===== src/rtl/lsu_mem_stage.sv =====
// Memory-access stage: runs a req/ack data-bus access for loads/stores, steers byte lanes,
// extends load data and registers the writeback fields; stalls execute while the bus is busy.
module lsu_mem_stage #(
   parameter int unsigned TIMEOUT_CYCLES = 255
) (
   input  logic        clk,
   input  logic        rst_n,
   input  logic        valid_i,
   input  logic        mem_rd_i,
   input  logic        mem_we_i,
   input  logic [1:0]  size_i,
   input  logic        unsigned_i,
   input  logic [31:0] addr_i,
   input  logic [1:0]  index_i,
   input  logic [31:0] store_data_i,
   input  logic [31:0] reg_wdata_i,
   input  logic        reg_we_i,
   input  logic [4:0]  reg_waddr_i,
   output logic        bus_req_o,
   output logic        bus_we_o,
   output logic [31:0] bus_addr_o,
   output logic [3:0]  bus_be_o,
   output logic [31:0] bus_wdata_o,
   input  logic        bus_ack_i,
   input  logic [31:0] bus_rdata_i,
   output logic        wb_we_o,
   output logic [4:0]  wb_waddr_o,
   output logic [31:0] wb_wdata_o,
   output logic        hold_flag_o,
   output logic        misalign_o,
   output logic        bus_err_o
);

   typedef enum logic {IDLE, BUS} state_t;

   localparam logic [7:0] TIMEOUT_LIMIT = 8'(TIMEOUT_CYCLES);

   state_t      state;
   logic [7:0]  timeout_cnt;
   logic        op_load;
   logic        op_unsigned;
   logic        op_reg_we;
   logic [4:0]  op_waddr;
   logic [1:0]  op_size;
   logic [1:0]  op_index;

   logic        mem_op;
   logic        misaligned;
   logic [3:0]  store_be;
   logic [31:0] store_wdata;
   logic [31:0] lane;
   logic [31:0] load_data;

   // The lane index arrives separately as index_i; the low address bits are redundant.
   logic        unused_addr_lsb;
   assign unused_addr_lsb = ^addr_i[1:0];

   assign mem_op = mem_rd_i | mem_we_i;

   // NOTE: every always_comb output gets a default first so no path leaves it unassigned (no latch).
   always_comb begin
      misaligned  = 1'b0;
      store_be    = 4'b1111;
      store_wdata = store_data_i;
      case (size_i)
         2'b00: begin
            store_be    = 4'b0001 << index_i;
            store_wdata = {4{store_data_i[7:0]}};
         end
         2'b01: begin
            misaligned  = index_i[0];
            store_be    = 4'b0011 << index_i;
            store_wdata = {2{store_data_i[15:0]}};
         end
         default: misaligned = (index_i != 2'b00);
      endcase
   end

   always_comb begin
      lane      = bus_rdata_i >> {op_index, 3'b000};
      load_data = bus_rdata_i;
      case (op_size)
         2'b00:   load_data = {{24{~op_unsigned & lane[7]}}, lane[7:0]};
         2'b01:   load_data = {{16{~op_unsigned & lane[15]}}, lane[15:0]};
         default: load_data = bus_rdata_i;
      endcase
   end

   // Drops in the ack cycle so execute advances on the same edge the access retires.
   assign hold_flag_o = (state == IDLE) ? (valid_i & mem_op & ~misaligned) : ~bus_ack_i;

   // NOTE: sequential state uses non-blocking assignments so every register samples pre-edge values.
   always_ff @(posedge clk) begin
      if (!rst_n) begin
         state       <= IDLE;
         timeout_cnt <= 8'd0;
         op_load     <= 1'b0;
         op_unsigned <= 1'b0;
         op_reg_we   <= 1'b0;
         op_waddr    <= 5'd0;
         op_size     <= 2'b00;
         op_index    <= 2'b00;
         bus_req_o   <= 1'b0;
         bus_we_o    <= 1'b0;
         bus_addr_o  <= 32'd0;
         bus_be_o    <= 4'd0;
         bus_wdata_o <= 32'd0;
         wb_we_o     <= 1'b0;
         wb_waddr_o  <= 5'd0;
         wb_wdata_o  <= 32'd0;
         misalign_o  <= 1'b0;
         bus_err_o   <= 1'b0;
      end else begin
         wb_we_o    <= 1'b0;
         misalign_o <= 1'b0;
         bus_err_o  <= 1'b0;
         case (state)
            IDLE: begin
               if (valid_i) begin
                  if (!mem_op) begin
                     wb_we_o    <= reg_we_i;
                     wb_waddr_o <= reg_waddr_i;
                     wb_wdata_o <= reg_wdata_i;
                  end else if (misaligned) begin
                     misalign_o <= 1'b1;
                  end else begin
                     state       <= BUS;
                     timeout_cnt <= 8'd0;
                     op_load     <= mem_rd_i;
                     op_unsigned <= unsigned_i;
                     op_reg_we   <= reg_we_i;
                     op_waddr    <= reg_waddr_i;
                     op_size     <= size_i;
                     op_index    <= index_i;
                     bus_req_o   <= 1'b1;
                     bus_we_o    <= mem_we_i;
                     bus_addr_o  <= {addr_i[31:2], 2'b00};
                     bus_be_o    <= store_be;
                     bus_wdata_o <= store_wdata;
                  end
               end
            end
            BUS: begin
               if (bus_ack_i) begin
                  state     <= IDLE;
                  bus_req_o <= 1'b0;
                  bus_we_o  <= 1'b0;
                  if (op_load) begin
                     wb_we_o    <= op_reg_we;
                     wb_waddr_o <= op_waddr;
                     wb_wdata_o <= load_data;
                  end
               end else if (timeout_cnt == TIMEOUT_LIMIT) begin
                  state       <= IDLE;
                  timeout_cnt <= 8'd0;
                  bus_req_o   <= 1'b0;
                  bus_we_o    <= 1'b0;
                  bus_err_o   <= 1'b1;
               end else begin
                  timeout_cnt <= timeout_cnt + 8'd1;
               end
            end
         endcase
      end
   end

endmodule


===== config.mk =====
export PLATFORM = sky130hd
export DESIGN_NAME = lsu_mem_stage
export DESIGN_NICKNAME = d
export VERILOG_FILES = /design/src/rtl/lsu_mem_stage.sv
export SDC_FILE = /design/constraint.sdc
export NUM_CORES = 1
export LEC_CHECK = 0
export ABC_AREA = 0
export CELL_PAD_IN_SITES_DETAIL_PLACEMENT = 0
export CELL_PAD_IN_SITES_GLOBAL_PLACEMENT = 1
export CORE_MARGIN = 3
export CORE_UTILIZATION = 34
export CTS_CLUSTER_SIZE = 20
export DETAILED_ROUTE_END_ITERATION = 6
export PLACE_DENSITY_LB_ADDON = 0.1
export SYNTH_ARGS = -nofsm -noshare
export SYNTH_HDL_FRONTEND = slang
export SYNTH_SLANG_ARGS = --single-unit

===== constraint.sdc =====
create_clock -name clk -period 4.16 [get_ports clk]
set_input_delay 0.624 -clock clk [delete_from_list [all_inputs] [get_ports clk]]
set_output_delay 0.624 -clock clk [all_outputs]
set_load 0.02 [all_outputs]

After elaboration in Yosys (flattened, before gate mapping):

Cells that the tools add are included.

* register bits after elaboration: 129
* input bits: 145
* output and inout bits: 111
* logic and storage cells: 98

* add/subtract/negate cells: 1
* equal/unequal tests: 11
* shifts and indexed selects: 3
* muxes and demuxes: 44
* bitwise operators: 12
* reduce and logical (&&, ||, !) cells: 9

Operators with widths (count)
* 32-bit case mux with 2 select lines: 3
* 32-bit 2-to-1 mux: 4
* 8-bit 2-to-1 mux: 5
* 32-bit by 5-bit right shift with 16-bit output: 1
* 1-bit 2-to-1 mux: 20
* 5-bit 2-to-1 mux: 4
* 8-bit case mux with 2 select lines: 1
* 4-bit AND reduction: 4
* 2-bit != test (second input constant): 6
* 1-bit case mux with 2 select lines: 5
* 5-bit case mux with 2 select lines: 1
* 8-bit by 1-bit adder with 8-bit output (second input constant): 1
* 8-bit equality test (second input constant): 1
* 4-bit case mux with 2 select lines: 1
* 1-bit inverter: 7
* 1-bit bitwise AND: 4
* 2-bit by 1-bit equality test with 1-bit output (second input constant): 2
* 2-bit logical NOT: 2
* 4-bit OR reduction: 1
* 1-bit by 2-bit left shift with 4-bit output (first input constant): 1
* 2-bit by 2-bit left shift with 4-bit output (first input constant): 1
* 3-bit by 2-bit != test with 1-bit output (second input constant): 1
* 3-bit OR reduction: 1
* 2-bit by 1-bit != test with 1-bit output (second input constant): 1
* other kinds (2): 2

Depth between registers and ports, before layout:

Gate-level depths: netlist (run 1).

* depth after elaboration: 6
* depth in mapped cells: 8
* gate-level depth less buffers: 5

Least setup slack after synthesis (run 1):

OpenSTA, ideal clock, no wires.

* path kind: input to output
* from: in size_i[0]
* to: out hold_flag_o
* arrival: 1.536 ns
* required time: 3.536 ns
* setup slack: 2.000 ns
* stages: 5
* cells stage by stage: a21oi_1 -> o221ai_1 -> buf_2 -> buf_2 -> nand2_1

* word-level cells in the longest chain between the ends: 5

Ends and longest elaborated chain
* start, declared: line 11 `input logic [1:0] size_i,`
* 2-bit by 1-bit equality test with 1-bit output / 2-bit logical NOT (equally long branches): line 65 `case (size_i)`
* 1-bit case mux with 2 select lines (*): line 65
* 1-bit inverter (no source line) (*)
* 1-bit bitwise AND (*): line 90 `assign hold_flag_o = (state == IDLE) ? (valid_i & mem_op & ~misaligned) : ~bus_ack_i;`
* 1-bit 2-to-1 mux (*): line 90
* end, declared: line 29 `output logic hold_flag_o,`

Mark *: on every way between the ends. The rest lies on a longest branch, timed or not.

Worst setup path in the final report (run 1):

* from: reg state
* to: out hold_flag_o

* word-level cells in the longest chain between the ends: 1

Ends and longest elaborated chain
* start, declared: line 38 `state_t state;`
* start signal, assigned: line 95 `state <= IDLE;`
* start signal, assigned: line 127 `state <= BUS;`
* start signal, assigned: line 145 `state <= IDLE;`
* 1-bit 2-to-1 mux: line 90

Every way passes these cells.

==> results.py, run 1 <==
metrics = {
    "outcome": {
        "run_status": "finished, final reports clean",
    },
    "worst_setup_path": {
        "critical_path_arrival_ns": 2.59,
        "criticalPathCategory": "reg -> out",
        "worstPathCellList": "nand2b_1 -> nand2_1 -> clkdlybuf4s50_1",
        "timing.critical_path.to_type": "primary output",
        "rr_startpoint": "state",
        "capture_point_of_the_worst_reg_to_reg_path": "wb_wdata_o[1]",
        "rrSetupSlack_ns": 1.43,
        "cp.required_ns": 3.54,
        "ff2ff_path_depth": 5,
        "crit_path_max_fanout": 23,
        "worst_path_max_delay_cell": "dfxtp_1",
        "cp_slowest_stage_delay_ns": 0.99,
        "cp-start-kind": "register",
    },
    "yosys": {
        "postSynthRegisterBits": 129,
        "post_synth_inst_count": 744,
        "postSynth.topFlopCell": "dfxtp_1",
        "syn-cell-area_um2": 6430,
        "syn-mean-instance-area_um2": 8.64,
        "dominant_combinational_cell_family_by_area_after_synthesis": "compound AO/OA/AOI/OAI gates",
        "synth.mux.area_fraction_pct": 6.60,
        "synth-compound-area-share_pct": 29.1,
        "yosys_warn_count": 0,
        "unique_cell_type_count_in_the_yosys_netlist": 55,
        "synth-xor-area-share_pct": 0.136,
        "synthAdderAreaFrac_pct": 0.195,
        "synth_seq_area_share_pct": 40.2,
        "synth_async_sr_flop_share_pct": 0,
        "post_synth_and_or_nand_nor_area_fraction_pct": 18.7,
        "synth_enable_flop_cells": 0,
    },
    "timing": {
        "timing.clock.skew_ns": 0.0108,
        "report.final.setup_viol": 0,
        "achievable-frequency_mhz": 311,
        "worst_slew_margin_rel_pct": 31.9,
        "rsz_0062_raised_after_global_routing": "no",
        "final_hold_viol_count": 0,
        "finalCritPeriodShare_pct": 77.2,
        "setup-tns-final_ns": 0,
        "worst-slew-pin-transition_ns": 1.02,
        "drv_slew": 0,
        "post_route_minimum_period_ns": 3.21,
        "final_critical_path_setup_slack_ns": 0.948,
    },
    "finish": {
        "layout-drive-gt1-share_pct": 7.51,
        "fillers": 1667,
        "areaGrowthSynthToFinish_pct": 49.7,
        "fin_cells": 1201,
        "layout.cells.most_common_list": "clkdlybuf4s50_1, nand2_1, dfxtp_1, a21boi_0, mux2i_1",
        "finalCoreUtilization_pct": 52.7,
        "stdcell_area_um2": 9620,
        "layout.area.seq_um2": 2580,
        "multi_input_comb_area_um2": 3550,
        "final_common_cell": "clkdlybuf4s50_1",
        "final_nets": 1105,
        "antenna-diode-count": 0,
    },
    "detailed_routing": {
        "detail_route.drc_violations": 0,
        "drt.antenna.violating_nets": 0,
        "route.detailed.vias_per_inst": 5.38,
        "detail_route.first_pass.iterations": 4,
        "drt_iter0_markers": 335,
        "finalWirelength_um": 22300,
        "num_vias": 6466,
        "wire_per_inst_um": 18.6,
    },
    "grt": {
        "grtUsageTotal_pct": 21.2,
        "initial_antenna_violation_count": 0,
        "first_pass_grt_wire_length_um": 34800,
        "congestion_overflow_gr": 0,
        "grt_pass1_vias": 6443,
        "grt_max_degree": 83,
    },
    "power": {
        "powerDensity_nw_per_um2": 363,
        "irDropWorstVdd_mv": 0.305,
        "total_leakage_power_uw": 0.00367,
    },
    "placed_design": {
        "dpl_cell_area_um2": 9040,
        "dp_hpwl_um": 15600,
        "numPortBuffers": 251,
        "gp_congestion": 0.850,
        "dp.cells": 1169,
        "preCtsSetupSlack_ns": 1.01,
    },
    "clocking": {
        "post_cts.repair.setup_buffers": 0,
        "post_cts.resized_instances": 0,
        "cts_hold_buffers": 0,
        "clock_tree.buffer_depth": 2,
        "cts_inserted_buffers": 17,
        "root_buffer": "clkbuf_16",
        "h-tree-depth": 4,
        "clk_latency_ns": 0.42,
        "path_clk_slew_ns": 0.06,
        "cts_tree": "done",
        "cts_sinks": 129,
    },
    "floorplanning": {
        "initial_utilization_pct": 35.2,
        "core.rowCount": 49,
        "io_pins": 256,
        "die-height_um": 143,
        "die-area_um2": 20600,
        "die_w_um": 143,
        "design.core.area_um2": 18300,
    },
    "worst_hold_path": {
        "min_delay_path_depth": 2,
        "worst_hold_path_type": "reg -> reg",
        "hold_path_startpoint": "op_unsigned",
        "hold-path-endpoint": "op_unsigned",
    },
    "flow_run": {
        "drv_cap": 0,
    },
}
==> final cells by class <==
cell class                 instances  area share (%)
multi-input combinational        542            36.9
timing repair buffer             264            27.1
sequential                       129            26.8
clock buffer                      20            4.75
tap                              229            2.98
clock inverter                    12            1.26
inverter                           5           0.195
==> state kept, by name (all words and copies together), names as in the netlist, 2 cells and up <==
name,cells
bus_wdata_o,32
op_waddr,5
wb_wdata_o,32
op_index,2
op_size,2
wb_waddr_o,5
bus_addr_o,30
bus_be_o,4
timeout_cnt,8
==> worst max-delay path: cells and delay by family (launching register included) <==
kind | cells | cell delay, ns
buffers and inverters | 1 | 0.64
DFF | 1 | 0.99
and+or+nand+nor | 2 | 0.55
==> cell usage after synthesis, types with 10 or more instances <==
library cell | count | area share [%]
buf_2 | 23 | 1.8
o211a_1 | 25 | 3.9
dfxtp_1 | 129 | 40
o211ai_1 | 25 | 2.9
mux2i_1 | 30 | 4.7
o21ai_0 | 25 | 1.9
clkbuf_1 | 39 | 2.3
nor3_1 | 21 | 1.6
nand2_1 | 146 | 8.5
or3_1 | 27 | 2.6
a211oi_2 | 10 | 1.9
nand3_1 | 17 | 1.3
a21boi_0 | 59 | 6.9
a211oi_1 | 23 | 2.7
o311ai_0 | 20 | 2.7
a21oi_1 | 25 | 1.9
==> per-stage QoR <==
stage / hold slack [ns] / total power (µW)
floorplan: 0.443 / 1690
global placement: 0.451 / 2030
detailed placement: 0.458 / 2040
CTS: 0.467 / 3540
global route: 0.488 / 3640
finish: 0.463 / 3490
==> worst max path at each step <==
stage	startpoint	end	slack, ns
2_1_floorplan	size_i[0]	hold_flag_o	2.00
3_3_place_gp	index_i[0]	hold_flag_o	1.06
3_5_place_dp	index_i[0]	hold_flag_o	1.01
4_1_cts	state	hold_flag_o	0.90
5_1_grt	state	hold_flag_o	0.82
6_report	state	hold_flag_o	0.95
==> where the power goes <==
part | leakage [µW] | internal [µW] | switching [µW] | total, µW
Combinational | 0.00233 | 336 | 330 | 666
Sequential | 0.00105 | 1300 | 44.2 | 1350
Clock | 0.000282 | 869 | 609 | 1480
==> kinds of logic (layout without fill, tap and decap cells) <==
kind of cell	after synthesis	in the layout
multiplexers	40	40
AO/OA/AOI/OAI	244	244
XOR/XNOR	1	1
buffers and inverters	74	301
other	1	2
flip-flops	129	129
adder cells (fa/ha/maj)	1	1
AND/OR/NAND/NOR	254	254
==> routing by layer <==
metal | routed length, µm | global-route usage, %
met5 | 0 | 0
met4 | 363 | 6.59
met3 | 1930 | 6.92
met2 | 10400 | 34.4
met1 | 9600 | 26.9
Note: power is estimated with default switching activity, not from simulation.
==> run 2: changes to the inputs <==
--- a/config.mk
+++ b/config.mk
@@ -9,7 +9,7 @@
 export CELL_PAD_IN_SITES_DETAIL_PLACEMENT = 0
 export CELL_PAD_IN_SITES_GLOBAL_PLACEMENT = 1
 export CORE_MARGIN = 3
-export CORE_UTILIZATION = 34
+export CORE_UTILIZATION = 28
 export CTS_CLUSTER_SIZE = 20
 export DETAILED_ROUTE_END_ITERATION = 6
 export PLACE_DENSITY_LB_ADDON = 0.1
==> constraint.sdc (replaced) <==
create_clock -name clk -period 2.8 [get_ports clk]
set_input_delay 0.42 -clock clk [delete_from_list [all_inputs] [get_ports clk]]
set_output_delay 0.42 -clock clk [all_outputs]
set_load 0.02 [all_outputs]
==> results.py, run 2 (synthesis gave the netlist of run 1 again) <==
metrics = {
    "floorplanning": {
        "die-height_um": 158,
        "initial_utilization_pct": 29.0,
        "io_pins": 256,
        "core.rowCount": 54,
        "die_w_um": 158,
        "design.core.area_um2": 22200,
        "die-area_um2": 24800,
    },
    "grt": {
        "first_pass_grt_wire_length_um": 35600,
        "congestion_overflow_gr": 0,
        "grtUsageTotal_pct": 18.2,
        "grt_max_degree": 82,
        "grt_pass1_vias": 6244,
        "initial_antenna_violation_count": 0,
    },
    "timing": {
        "timing.clock.skew_ns": 0.0145,
        "rsz_0062_raised_after_global_routing": "no",
        "post_route_minimum_period_ns": 2.56,
        "drv_slew": 0,
        "worst-slew-pin-transition_ns": 0.618,
        "worst_slew_margin_rel_pct": 58.7,
        "report.final.setup_viol": 0,
        "final_hold_viol_count": 0,
        "finalCritPeriodShare_pct": 91.4,
        "achievable-frequency_mhz": 391,
        "setup-tns-final_ns": 0,
    },
    "worst_hold_path": {
        "worst_hold_path_type": "reg -> reg",
        "hold_path_startpoint": "bus_wdata_o[31]",
        "hold-path-endpoint": "bus_wdata_o[31]",
        "min_delay_path_depth": 2,
    },
    "clocking": {
        "root_buffer": "clkbuf_16",
        "cts_hold_buffers": 0,
        "post_cts.repair.setup_buffers": 0,
        "clk_latency_ns": 0.41,
        "cts_sinks": 129,
        "clock_tree.buffer_depth": 2,
        "h-tree-depth": 4,
        "cts_inserted_buffers": 17,
        "path_clk_slew_ns": 0.06,
        "cts_tree": "done",
        "post_cts.resized_instances": 0,
    },
    "power": {
        "switching_share_pct": 25.6,
        "powerDensity_nw_per_um2": 562,
        "net-switching-power_uw": 1430,
        "share_comb_of_total_power_pct": 18.2,
        "share_clk_of_total_power_pct": 46.0,
        "cell_internal_pwr_uw": 4150,
        "irDropWorstVdd_mv": 0.362,
        "p_seq_share_pct": 35.8,
        "total_leakage_power_uw": 0.00379,
    },
    "worst_setup_path": {
        "crit_path_max_fanout": 3,
        "capture_point_of_the_worst_reg_to_reg_path": "wb_wdata_o[18]",
        "cp-start-kind": "input pin",
        "cp.required_ns": 2.38,
        "timing.critical_path.to_type": "primary output",
        "ff2ff_path_depth": 4,
        "rrSetupSlack_ns": 0.60,
        "critical_path_arrival_ns": 2.14,
        "criticalPathCategory": "in -> out",
        "rr_startpoint": "op_index[0]",
    },
    "finish": {
        "multi_input_comb_area_um2": 3550,
        "biggestRegsByFlops": "bus_wdata_o x32, wb_wdata_o x32, bus_addr_o x30",
        "layout.area.seq_um2": 2580,
        "antenna-diode-count": 0,
        "fin_cells": 1263,
        "layout-drive-gt1-share_pct": 8.65,
        "layout.cells.most_common_list": "clkdlybuf4s50_1, nand2_1, dfxtp_1, a21boi_0, mux2i_1",
        "final_common_cell": "clkdlybuf4s50_1",
        "fillers": 2237,
        "areaGrowthSynthToFinish_pct": 54.4,
        "final_nets": 1117,
        "finalCoreUtilization_pct": 44.8,
    },
    "detailed_routing": {
        "detail_route.first_pass.iterations": 4,
        "drt_iter0_markers": 309,
        "route.detailed.vias_per_inst": 5.07,
        "wl_met2_um": 10800,
        "top_layer": "met4",
        "wire_per_inst_um": 18.3,
        "detail_route.drc_violations": 0,
        "met3RoutedLength_um": 1870,
        "finalWirelength_um": 23100,
        "met1_length_um": 10300,
        "num_vias": 6402,
        "drt.antenna.violating_nets": 0,
    },
    "flow_run": {
        "drv_cap": 0,
    },
    "placed_design": {
        "numPortBuffers": 251,
        "dp.cells": 1232,
        "gp_congestion": 0.756,
        "dp_hpwl_um": 16400,
    },
    "outcome": {
        "run_status": "finished, final reports clean",
    },
}
## run 2: changes by cell type in the layout (fill, tap and decap cells not counted), sizes merged
cell / before / now
buf: 14 / 26
clkinvlp: 2 / 0
clkbuf: 20 / 19
inv: 10 / 5
clkinv: 4 / 6
bufinv: 1 / 6
## run 2: routing by layer
layer	vias to the layer above	global-route usage, %
li1	3198	-
met4	0	3.64
met5	-	0
met1	3005	23.5
met2	189	29.5
met3	10	6.85
## run 2: power groups by stage
stage	clock [µW]	combinational, µW	sequential [µW]
finish	2560	1020	1990
global route	2710	1100	2010
CTS	2630	1030	2000
detailed placement	0	1030	2030
global placement	0	1030	2030
floorplan	0	383	2130
## run 2: cell type report
type                    count  share of cell area (%)
clock buffers              19                    4.46
clock inverters            12                    2.31
inverters                   5                   0.189
multi-input cells         542                    35.8
flip-flops and latches    129                    26.0
well taps                 280                    3.53
repair buffers            276                    27.7
## run 2: through the flow
stage	hold slack (ns)	instance area [µm²]	power [µW]	setup slack (ns)
global route	0.479	9920	5820	0.124
finish	0.460	9920	5580	0.241
CTS	0.464	9920	5660	0.226
detailed placement	0.456	9250	3060	0.216
floorplan	0.443	6430	2510	1.05
global placement	0.450	9250	3060	0.231
## run 2: worst max-delay path, cell delays in order
cell and delay (ns):
clkdlybuf4s50_1 0.47, nor2b_1 0.34, o221ai_4 0.21, nand2_1 0.09
clkdlybuf4s50_1 0.60
## run 2: worst max path at each step
stage / start / endpoint / slack (ns) / cells past startpoint
global route: valid_i / hold_flag_o / 0.12 / 5
floorplan: size_i[0] / hold_flag_o / 1.05 / 5
CTS: valid_i / hold_flag_o / 0.23 / 5
global placement: bus_rdata_i[31] / wb_wdata_o[16] / 0.23 / 5
finish: valid_i / hold_flag_o / 0.24 / 5
detailed placement: bus_rdata_i[31] / wb_wdata_o[20] / 0.22 / 5
==> RTL change 1 (flow settings as in run 2) <==
Put a register stage on the output `hold_flag_o`, with the module's reset. The value now appears one clock later. The other outputs are not delayed to match.
--- a/src/rtl/lsu_mem_stage.sv
+++ b/src/rtl/lsu_mem_stage.sv
@@ -88,5 +88,11 @@
 
    // Drops in the ack cycle so execute advances on the same edge the access retires.
-   assign hold_flag_o = (state == IDLE) ? (valid_i & mem_op & ~misaligned) : ~bus_ack_i;
+   always_ff @(posedge clk) begin
+      if (!rst_n) begin
+         hold_flag_o <= '0;
+      end else begin
+         hold_flag_o <= (state == IDLE) ? (valid_i & mem_op & ~misaligned) : ~bus_ack_i;
+      end
+   end
 
    // NOTE: sequential state uses non-blocking assignments so every register samples pre-edge values.
Function: changed (a bounded check fails within 4 cycles, from zero or initial values and one cycle with rst_n low).
==> RTL change 1 against run 2 <==
- utilization grew 0.22 points
- largest power group unchanged
- non-clock buffer count shrank 3
- largest cell class unchanged
- routed wire length shrank 3.7%
- worst setup slack gained 0.38 ns
- area after synthesis shrank 7.6%
- design area shrank 6.8%
- sequential share of layout area grew 2.1 points
- total power shrank 7.7%
- register-to-register slack gained 0.02 ns
- sequential cell count grew 1
- count of clock-buffer cells in the layout shrank 2
- first-iteration DRC count shrank 20%
==> RTL change 1: results (changes against run 2) <==
* First-pass GRT wire length at 33.3 mm (-6.3%)
* Initial antenna violation count at 2 (+2)
* Number of global-route vias before repair at 6,210 (-0.54%)
* Overall track demand over capacity in global routing at 18.6% (+0.37 points)
* Cell count after placement at 1,188 (-3.6%)
* Routed vias/inst at 5.09 (+0.50%)
* Met3 Routed Length at 2.17 mm (+16%)
* Critical path class: reg -> reg
* Maximum fanout count along the critical path at 12 (+9)
* Met2 layer wire length in the routed design at 10.4 mm (-4.1%)
* Sequential-to-total area share from yosys stat at 43.8% (+3.6 points)
* Nets at 1,083 (-3.0%)
* Placed Area at 0.00865 mm² (-6.5%)
* Highest metal layer with signal wires: met5
* Most frequent cells after synthesis: nand2_1, dfxtp_1, a21oi_1
* Final weighted congestion of routability-driven global placement at 0.880 (+16%)
* Layout filler cell count at 2,076 (-7.2%)
* Static leakage at 0.00313 µW (-17%)
* Aggregate routed wire length at 22.3 mm (-3.7%)
* Worst path top cell family by delay: flip-flops
* Result of the run: completed
* Peak supply drop at 0.354 mV (-2.2%)
* HPWL after detailed placement at 16.1 mm (-1.7%)
* GR Util met3 at 6.93% (+0.084 points)
* Worst setup startpoint: op_index[0]
* Pin count of the biggest net entering global routing at 66 (-20%)
* Post-synthesis cell type count at 63 (+15%)
* Crit share post-route at 77.9% (-14 points)
* Met2 Usage GRT at 30.2% (+0.71 points)
* Data arrival time of the critical path at 2.46 ns (+0.32 ns)
* DRT met1 WL at 9.37 mm (-9.0%)
* Setup slack of the most critical reg-to-reg path at 0.62 ns (+0.02 ns)
* Iter 0 DRT Violations at 246 (-20%)
* Number of cells traversed by the worst register-to-register path at 5 (+1)
RTL change 1: worst register-to-register path: stages, from the launching register on:
cell	delay, ns
dfxtp_1	0.71
mux2_4	0.37
or3b_4	0.39
a31oi_4	0.22
buf_4	0.25
a221oi_1	0.12
RTL change 1: kinds of logic (layout without fill, tap and decap cells):
kind of cell | count (synthesis) | in the layout | synth area share [%]
AOI/OAI and AO/OA | 239 | 239 | 27.2
xor gates and xnor gates | 3 | 3 | 0.443
adders and majority gates | 1 | 1 | 0.211
buffers and inverters | 69 | 309 | 6.09
DFF | 130 | 130 | 43.8
muxes | 30 | 30 | 5.16
other | 1 | 2 | 0.0632
and+or+nand+nor | 236 | 236 | 17.0
RTL change 1: how the worst min path moves through the flow:
stage                    start         endpoint  slack [ns]  cells after the start
5_1_grt            op_unsigned      op_unsigned        0.48                      2
2_1_floorplan        op_reg_we        op_reg_we        0.44                      2
6_report        bus_addr_o[16]   bus_addr_o[16]        0.46                      2
3_5_place_dp   bus_wdata_o[19]  bus_wdata_o[19]        0.45                      1
4_1_cts            op_waddr[1]      op_waddr[1]        0.46                      2
3_3_place_gp       op_waddr[0]      op_waddr[0]        0.44                      2
RTL change 1: layout make-up:
cell class              count  share of cell area [%]
flip-flops and latches    130                    28.1
well taps                 270                    3.65
repair buffers            273                    29.4
inverters                   4                   0.176
clock buffers              17                    4.60
multi-input cells         511                    32.2
clock inverters            15                    1.88
RTL change 1: power by group:
| group | internal, µW | leakage [µW] | switching (µW) |
|---|---|---|---|
| registers | 1940 | 0.00106 | 54.0 |
| clock network | 1340 | 0.000281 | 927 |
| logic | 446 | 0.00179 | 446 |
==> RTL change 2 (flow settings as in run 2) <==
Made on the original files. The parameter `TIMEOUT_CYCLES` goes from 255 to 127.
--- a/src/rtl/lsu_mem_stage.sv
+++ b/src/rtl/lsu_mem_stage.sv
@@ -2,5 +2,5 @@
 // extends load data and registers the writeback fields; stalls execute while the bus is busy.
 module lsu_mem_stage #(
-   parameter int unsigned TIMEOUT_CYCLES = 255
+   parameter int unsigned TIMEOUT_CYCLES = 127
 ) (
    input  logic        clk,
Check against the original RTL: not settled (the Yosys comparison gave no result); the edit may change what the design does.
==> RTL change 2 against run 2 <==
- area after synthesis shrank 7.5%
- clock power down 9.0%
- critical endpoint unchanged
- routed wire length down 5.7%
- count of clock-buffer cells in the layout rose by 3
- sequential power barely moved
- worst hold slack got worse by 0.0092 ns
- worst setup slack better by 0.074 ns
- sequential share of layout area grew 1.7 points
- total power is 5.6% lower
- sequential cell count did not move
- design area down 6.1%
==> RTL change 2: results (changes against run 2) <==
* Slowest Stage Delay on Critical Path at 0.63 ns (+0.03 ns)
* Hold_sp: bus_wdata_o[5]
* Synth Area in Compound Gates at 26.9% (-2.2 points)
* Post-synthesis area per instance at 8.32 µm² (-3.7%)
* Most frequent cells after synthesis: nand2_1, dfxtp_1, a21oi_1
* Sequential-to-total area share from yosys stat at 43.4% (+3.3 points)
* Pin count of the biggest net entering global routing at 69 (-16%)
* Placed Area at 0.00870 mm² (-5.9%)
* GR Util met3 at 4.49% (-2.4 points)
* Proportion of total power due to net switching at 26.2% (+0.63 points)
* Crit share post-route at 88.8% (-2.6 points)
* Static leakage at 0.00317 µW (-16%)
* Setup slack of the most critical reg-to-reg path at 0.71 ns (+0.11 ns)
* Source of the worst register-to-register timing path: op_index[1]
* Result of the run: completed
* Setup Slack @ Placement at 0.276 ns (+0.0599 ns)
* Post-synthesis cell type count at 56 (+1.8%)
* Final routed wire length divided by cell count at 17.8 µm (-2.9%)
* Cell count after placement at 1,194 (-3.1%)
* Met1 Track Usage GR at 22.8% (-0.72 points)
* Number of cells traversed by the worst register-to-register path at 4 (unchanged)
* Share of synthesized area spent on multiplexers at 6.61% (+0.0086 points)
* CTS Buf Count at 17 (unchanged)
* Iter 0 DRT Violations at 340 (+10%)
* Clock root buffer: clkbuf_16
* Routed vias/inst at 5.00 (-1.3%)
* Post-CTS clock slew at the launch and capture registers of the worst setup and hold paths at around 0.05 ns
* First-pass GRT wire length at 32.7 mm (-8.1%)
* Maximum fanout count along the critical path at 3 (unchanged)
* Capturing point of the worst reg2reg path: wb_wdata_o[11]
* Main area contributors after synthesis: dfxtp_1, nand2_1, a21oi_1
* Worst setup startpoint: index_i[0]
* Number of detailed-routing iterations run before antenna repair at 4 (unchanged)
* Final weighted congestion of routability-driven global placement at 0.877 (+16%)
* Fraction of final layout cells with drive strength greater than 1 at 7.64% (-1.0 points)
* Post-Route Skew at 0.00604 ns (-0.00842 ns)
* Clock network fraction of design power at 44.3% (-1.7 points)
* Transition time at the pin with the least slew margin at 0.834 ns (+0.216 ns)
* Data arrival time of the critical path at 2.07 ns (-0.07 ns)
* Hold-critical path endpoint: bus_wdata_o[5]
* Peak supply drop at 0.428 mV (+18%)
* Nets at 1,089 (-2.5%)
* Bufs on Longest Clock Path at 2 (unchanged)
* Area share of fa/ha/maj cells after synthesis at 0.210% (+0.016 points)
* Overall track demand over capacity in global routing at 18.3% (+0.088 points)
* HPWL after detailed placement at 15.7 mm (-4.2%)
* Met2 Usage GRT at 31.4% (+1.9 points)
* Fraction of registers with async set or reset after synthesis at 0% (unchanged)
* Combinational fraction of design power at 17.9% (-0.3 points)
* Vias after detailed routing at 6,135 (-4.2%)
* Number of global-route vias before repair at 5,919 (-5.2%)
* Post-synthesis xor/xnor area fraction at 0.147% (+0.011 points)
* Top_reg_cell synth: dfxtp_1
[RTL change 2: cell type report]
cell class                      instances  area, µm²
Fill cell                            1996      11200
Antenna cell                            1       2.50
Timing Repair Buffer                  272       2710
Clock buffer                           22        484
Multi-Input combinational cell        519       3060
Sequential cell                       129       2580
Tap cell                              270        338
Clock inverter                          9        130
Inverter                                4       17.5
[RTL change 2: metal layers]
metal / routed length [µm] / share of wire [%]
met2: 10700 / 49
met3: 1690 / 7.8
met5: 0 / 0
met1: 9160 / 42
met4: 262 / 1.2
[RTL change 2: worst min-delay path: cells and delay by family, from the launching register on]
family / cells / cell delay [ns]
flip-flops: 1 / 0.30
AO/OA/AOI/OAI: 1 / 0.05
AND/OR/NAND/NOR: 1 / 0.05
[RTL change 2: per-stage QoR]
step	utilization, %	power, µW	hold slack, ns
after global placement	42.3	2970	0.441
after floorplan	-	2470	0.432
final	45.3	5260	0.451
after CTS	45.3	5330	0.454
after global routing	45.3	5480	0.471
after detailed placement	42.3	2980	0.447
